[config.mk]
export PLATFORM = sky130hd
export DESIGN_NAME = seq_pattern_det
export DESIGN_NICKNAME = d
export VERILOG_FILES = /design/src/rtl/seq_pattern_det.sv
export SDC_FILE = /design/constraint.sdc
export NUM_CORES = 1
export LEC_CHECK = 0
export ABC_CLOCK_PERIOD_IN_PS = 2730
export CAP_MARGIN = 20
export CORE_ASPECT_RATIO = 1.75
export CORE_MARGIN = 3
export CORE_UTILIZATION = 40
export CTS_CLUSTER_DIAMETER = 200
export DETAILED_ROUTE_END_ITERATION = 10
export GPL_ROUTABILITY_DRIVEN = 1
export GPL_TIMING_DRIVEN = 0
export PLACE_DENSITY_LB_ADDON = 0.12
export SYNTH_ARGS = -nofsm -noshare
export SYNTH_HDL_FRONTEND = slang
export SYNTH_SLANG_ARGS = --single-unit
[constraint.sdc]
create_clock -name Clk -period 2.73 [get_ports Clk]
set_clock_uncertainty 0.2 [all_clocks]
set_input_delay 0.6825 -clock Clk [delete_from_list [all_inputs] [get_ports Clk]]
set_output_delay 0.6825 -clock Clk [all_outputs]
set_load 0.005 [all_outputs]
[src/rtl/seq_pattern_det.sv]
// Programmable DEPTH-symbol sequence detector with per-bit mask and overlap mode.
// Latency: one cycle from the completing symbol's edge to z / match_cnt update.
// Backpressure: none; every in_valid symbol is accepted unless cfg_load is set.
module seq_pattern_det #(
    parameter int WIDTH = 2,
    parameter int DEPTH = 3,
    parameter int CNT_W = 8
) (
    input  logic                   Clk,
    input  logic                   Rst,
    input  logic                   in_valid,
    input  logic [WIDTH-1:0]       din,
    input  logic                   cfg_load,
    input  logic [DEPTH*WIDTH-1:0] cfg_pattern,
    input  logic [DEPTH*WIDTH-1:0] cfg_mask,
    input  logic                   cfg_overlap,
    output logic                   z,
    output logic [CNT_W-1:0]       match_cnt,
    output logic                   armed
);

    localparam int PW     = DEPTH * WIDTH;
    localparam int FILL_W = $clog2(DEPTH + 1);
    localparam logic [FILL_W-1:0] FILL_FULL = FILL_W'(DEPTH);

    // Architectural state
    logic [PW-1:0]     hist_q;
    logic [PW-1:0]     pat_q;
    logic [PW-1:0]     msk_q;
    logic              ovl_q;
    logic [FILL_W-1:0] fill_q;
    logic              z_q;
    logic [CNT_W-1:0]  cnt_q;
    logic              armed_q;

    // Next-state values
    logic [PW-1:0]     hist_d;
    logic [PW-1:0]     pat_d;
    logic [PW-1:0]     msk_d;
    logic              ovl_d;
    logic [FILL_W-1:0] fill_d;
    logic              z_d;
    logic [CNT_W-1:0]  cnt_d;

    // Candidate history/fill if the current din is accepted
    logic [PW-1:0]     hist_shift;
    logic [FILL_W-1:0] fill_inc;
    logic [DEPTH-1:0]  sym_ok;
    logic              window_hit;
    logic              cnt_sat;

    // Newest symbol enters the top slot; the oldest (slot 0) falls off the bottom.
    generate
        if (DEPTH == 1) begin : g_shift_single
            assign hist_shift = din;
        end else begin : g_shift_multi
            assign hist_shift = {din, hist_q[PW-1:WIDTH]};
        end
    endgenerate

    // Fill saturates at DEPTH; once full, the window simply slides.
    assign fill_inc = (fill_q == FILL_FULL) ? FILL_FULL : fill_q + FILL_W'(1);

    // Per-slot masked compare against the shifted-in window.
    generate
        for (genvar k = 0; k < DEPTH; k++) begin : g_cmp
            assign sym_ok[k] = ((hist_shift[k*WIDTH +: WIDTH] ^ pat_q[k*WIDTH +: WIDTH])
                                & msk_q[k*WIDTH +: WIDTH]) == '0;
        end
    endgenerate

    // A window only counts once DEPTH fresh symbols have been seen since restart.
    assign window_hit = (fill_inc == FILL_FULL) && (&sym_ok);
    assign cnt_sat    = (cnt_q == {CNT_W{1'b1}});

    // Next-state selection: cfg_load wins over an accepted symbol; z is a pulse.
    always_comb begin
        hist_d = hist_q;
        pat_d  = pat_q;
        msk_d  = msk_q;
        ovl_d  = ovl_q;
        fill_d = fill_q;
        z_d    = 1'b0;
        cnt_d  = cnt_q;
        if (cfg_load) begin
            pat_d  = cfg_pattern;
            msk_d  = cfg_mask;
            ovl_d  = cfg_overlap;
            hist_d = '0;
            fill_d = '0;
        end else if (in_valid) begin
            hist_d = hist_shift;
            fill_d = fill_inc;
            if (window_hit) begin
                z_d = 1'b1;
                if (!cnt_sat) begin
                    cnt_d = cnt_q + CNT_W'(1);
                end
                // Non-overlapping: the matched symbols cannot seed the next match.
                if (!ovl_q) begin
                    fill_d = '0;
                end
            end
        end
    end

    // State register with synchronous reset to the power-on configuration.
    always_ff @(posedge Clk) begin
        if (Rst) begin
            hist_q  <= '0;
            pat_q   <= '0;
            msk_q   <= '1;
            ovl_q   <= 1'b1;
            fill_q  <= '0;
            z_q     <= 1'b0;
            cnt_q   <= '0;
            armed_q <= 1'b0;
        end else begin
            hist_q  <= hist_d;
            pat_q   <= pat_d;
            msk_q   <= msk_d;
            ovl_q   <= ovl_d;
            fill_q  <= fill_d;
            z_q     <= z_d;
            cnt_q   <= cnt_d;
            armed_q <= (fill_d == FILL_FULL);
        end
    end

    // Outputs come straight from flops; no input-to-output combinational path.
    assign z         = z_q;
    assign match_cnt = cnt_q;
    assign armed     = armed_q;

endmodule

==> summary by stage <==
Timing
In the finished design, the share of the clock period the worst path needs comes to around 94%. The transition at the pin with the smallest max-transition slack is approximately 530 ps. The smallest clock period supported by the final layout is computed as between 2000 and 3000 ps. Setup repair after global routing left no endpoint under its margin. The final number of max-transition violations is 0. The max-slew headroom at the worst pin is between 60% and 70%.

The final hold violation count was 0. The count of endpoints failing setup in the final report is 0. For this run, the top clock speed supported by timing is ~0.39 GHz.

Placement
The half-perimeter wire length of the detailed placement result is 1980 µm. The cell area reported after detailed placement is 1500 µm². The number of port buffers is 27. Counting tap cells, the placed design contains a total of roughly 180 instances. Routability-driven placement finished with a final weighted congestion of roughly 0.77.

Worst setup path
The critical register-to-register path endpoint is match_cnt[3]. The critical path arrival is between 2000 and 3000 ps. The path depth of the worst reg2reg path is 7. Data on the critical path is required at its endpoint by ~2700 ps. The maximum net fanout on the critical path is 10. The most critical setup path has its endpoint at pat_q[2]. STA classifies the critical path endpoint as a flip-flop.

The worst register-to-register path begins at match_cnt[0]. The slack of the worst reg-to-reg path is around 540 ps. The worst setup path is of the input pin to flip-flop kind.

The start point of the critical path is cfg_load. STA classifies the critical path startpoint as an input pin.

Synthesis
Of all flip-flops after synthesis, the portion carrying an async set or reset was 0%. The share of the synthesized area in the top cell type is about half. Of all cell types, the one taking the most synthesized area is sky130_fd_sc_hd__dfxtp_1. The number of different library cells in the post-synthesis netlist is 30. The synthesized design contains 0 enable-type register cells. The cell count after synthesis is ~120. The synthesis warning total is 0.

The number of synthesized register bits is 29. Each instance of the synthesized netlist takes up on average about 9.6 µm². The synthesized netlist net count is ~140.

By area the synthesized netlist is led by sky130_fd_sc_hd__dfxtp_1 (49%), sky130_fd_sc_hd__mux2i_1 (9.2%), sky130_fd_sc_hd__a211o_1 (5.1%). Sequential elements use between 40% and 50% of the synthesized area. The synthesized netlist occupies a cell area of 1200 µm². The predominant post-synthesis flop cell is sky130_fd_sc_hd__dfxtp_1.

Clocking
TritonCTS built the clock tree. The clock-pin transition on the worst setup and hold timing paths is ~60 ps. Clock tree synthesis inserted a total of 5 buffers.

Hold repair after CTS inserted 0 buffers. The number of levels the H-tree was split into is 2. Gates resized during post-CTS repair numbered 0.

The cell sitting at the root of the clock tree is a sky130_fd_sc_hd__clkbuf_8. The count of clock tree sinks is 29. Counting along the longest clock path gives a buffer depth of 2. The later pin in the worst-skew pair is clocked with a latency of ~280 ps.

Global routing
The global-route congestion overflow total is 0. The global-route track usage on met1 is 17.7%. The first global-routing pass estimated approximately 4400 µm of wire. The routing usage on met2 is a little over a quarter. For this run, global-route usage on met3 was measured as around 5.5%. The number of antenna violations at the first check in global routing is 0. The pin count of the biggest net entering global routing is 11. The via count of the first global-routing pass is 999. The layer carrying the most global-route usage is met2. The global-route usage over all layers is between 15 and 20%.

Final layout
Relative to the synthesized area, the layout overhead comes to 32.7%. Excluding fillers, the count of instances in the completed layout stands at roughly 190. The count of antenna diodes in the layout is 0. The post-layout net count is around 180. Leaving out fill and tap cells, the most frequent cell in the layout is sky130_fd_sc_hd__dfxtp_1.

The post-route netlist has roughly 5.6% of its cells at a drive strength greater than 1. The finished cells cover 1590 µm². The library cells used most frequently in the layout, excluding fill and tap cells, are sky130_fd_sc_hd__dfxtp_1 (29), sky130_fd_sc_hd__clkdlybuf4s50_1 (27), sky130_fd_sc_hd__nor2_1 (15).

Detailed routing
The wire length reported by the detailed router is about 2600 µm. In the routed layout, each cell is associated on average with a via count of about 5.4. The first TritonRoute pass finished after 4 iterations. In the routed design, unresolved DRC markers number 0.

In this run the remaining antenna-violating nets after routing total 0. In the final routed layout, each cell accounts on average for around 14 µm. The detailed-route via count is 1017.

The first-iteration detailed-routing DRC count is 5.

Power
Power comes to around 860 µW. VDD sags by at most around 0.35 mV. In this run the static leakage power is 0.636 nW. The power per unit of standard cell area is roughly 540 nW/µm².

Worst hold path
The path type of the worst min-delay path is flip-flop to flip-flop.

Floorplan
The region available for standard cell placement spans ~2800 µm². After floorplanning, the core was divided into 25 placement rows. The die outline area is about 3700 µm². Measured along the x axis, the die boundary spans 47.3 µm. The initial utilization of the core area, before any placement, comes to a little over two fifths. For this design the top-level I/O count stands at 29.

The floorplan step set the die height to roughly 78 µm.

Status
The run finished with clean final reports.

Flow run
The max capacitance violation total is 0.
[worst max-delay path, cell delays in order]
cell                              delay [ps]
sky130_fd_sc_hd__clkdlybuf4s50_1         600
sky130_fd_sc_hd__clkbuf_1                440
sky130_fd_sc_hd__buf_1                   480
sky130_fd_sc_hd__mux2i_1                 250
sky130_fd_sc_hd__nor2_1                   50
[sequential cells by signal, summed over array words and instances (netlist names)]
register,count
armed,1
fill_q,2
hist_q,4
match_cnt,8
msk_q,6
ovl_q,1
pat_q,6
z,1
[what timing repair did]
action	CTS	global route
endpoints found under the hold margin	0	0
setup endpoints to repair	0	1
buffers inserted	0	1
[cell families after synthesis]
kind of cell    synth area share [%]
simple gates                    17.4
flops                           48.5
compound gates                  15.5
mux                             9.21
buf+inv                         3.24
xor+xnor                        5.13
fa+ha+maj                       1.05
[per-layer routing]
metal  vias up  wire (µm)
met5         -          0
met4         0         64
met3         5        120
met2        24       1390
met1       478       1000
li1        510          -
[how the worst min path moves through the flow]
stage | startpoint | end | slack (ps) | cells after the start
4_1_cts | fill_q[1] | armed | 280 | 2
3_3_place_gp | fill_q[1] | armed | 260 | 2
2_1_floorplan | fill_q[1] | armed | 250 | 2
5_1_grt | fill_q[0] | fill_q[0] | 310 | 1
3_5_place_dp | fill_q[0] | fill_q[0] | 270 | 1
6_report | fill_q[1] | armed | 280 | 2
[layout make-up]
cell class / count / area (µm²)
fill: 277 / 1200
sequential: 29 / 581
multi-input combinational: 87 / 577
timing repair buffer: 28 / 278
clock buffer: 8 / 80.1
tap: 27 / 33.8
buffer: 6 / 31.3
inverter: 2 / 7.51
[stage by stage]
stage	setup TNS, ps	hold slack [ps]	setup slack (ps)	util, %
4_1_cts	0	285	147	56.8
5_1_grt	0	307	18.1	57.0
3_3_place_gp	-690	260	-133	53.9
2_1_floorplan	0	248	594	-
6_report	0	280	166	57.0
3_5_place_dp	-912	273	-153	53.9
[Yosys cell counts, types with 3 or more instances]
cell and n:
sky130_fd_sc_hd__nand3_1 4, sky130_fd_sc_hd__a211o_1 7, sky130_fd_sc_hd__clkbuf_1 3, sky130_fd_sc_hd__nor2b_1 7, sky130_fd_sc_hd__nor2_1 15, sky130_fd_sc_hd__or3_1 4, sky130_fd_sc_hd__nand2_1 3, sky130_fd_sc_hd__a21oi_1 7
sky130_fd_sc_hd__o21ai_0 5, sky130_fd_sc_hd__xor2_1 7, sky130_fd_sc_hd__dfxtp_1 29, sky130_fd_sc_hd__mux2i_1 11
[power breakdown]
part           total [mW]  switching, mW  internal, mW
clock               0.327          0.146         0.180
combinational      0.0834         0.0344        0.0491
sequential          0.447        0.00898         0.438
total               0.858          0.190         0.668
Power figures use the tool's default switching activity.
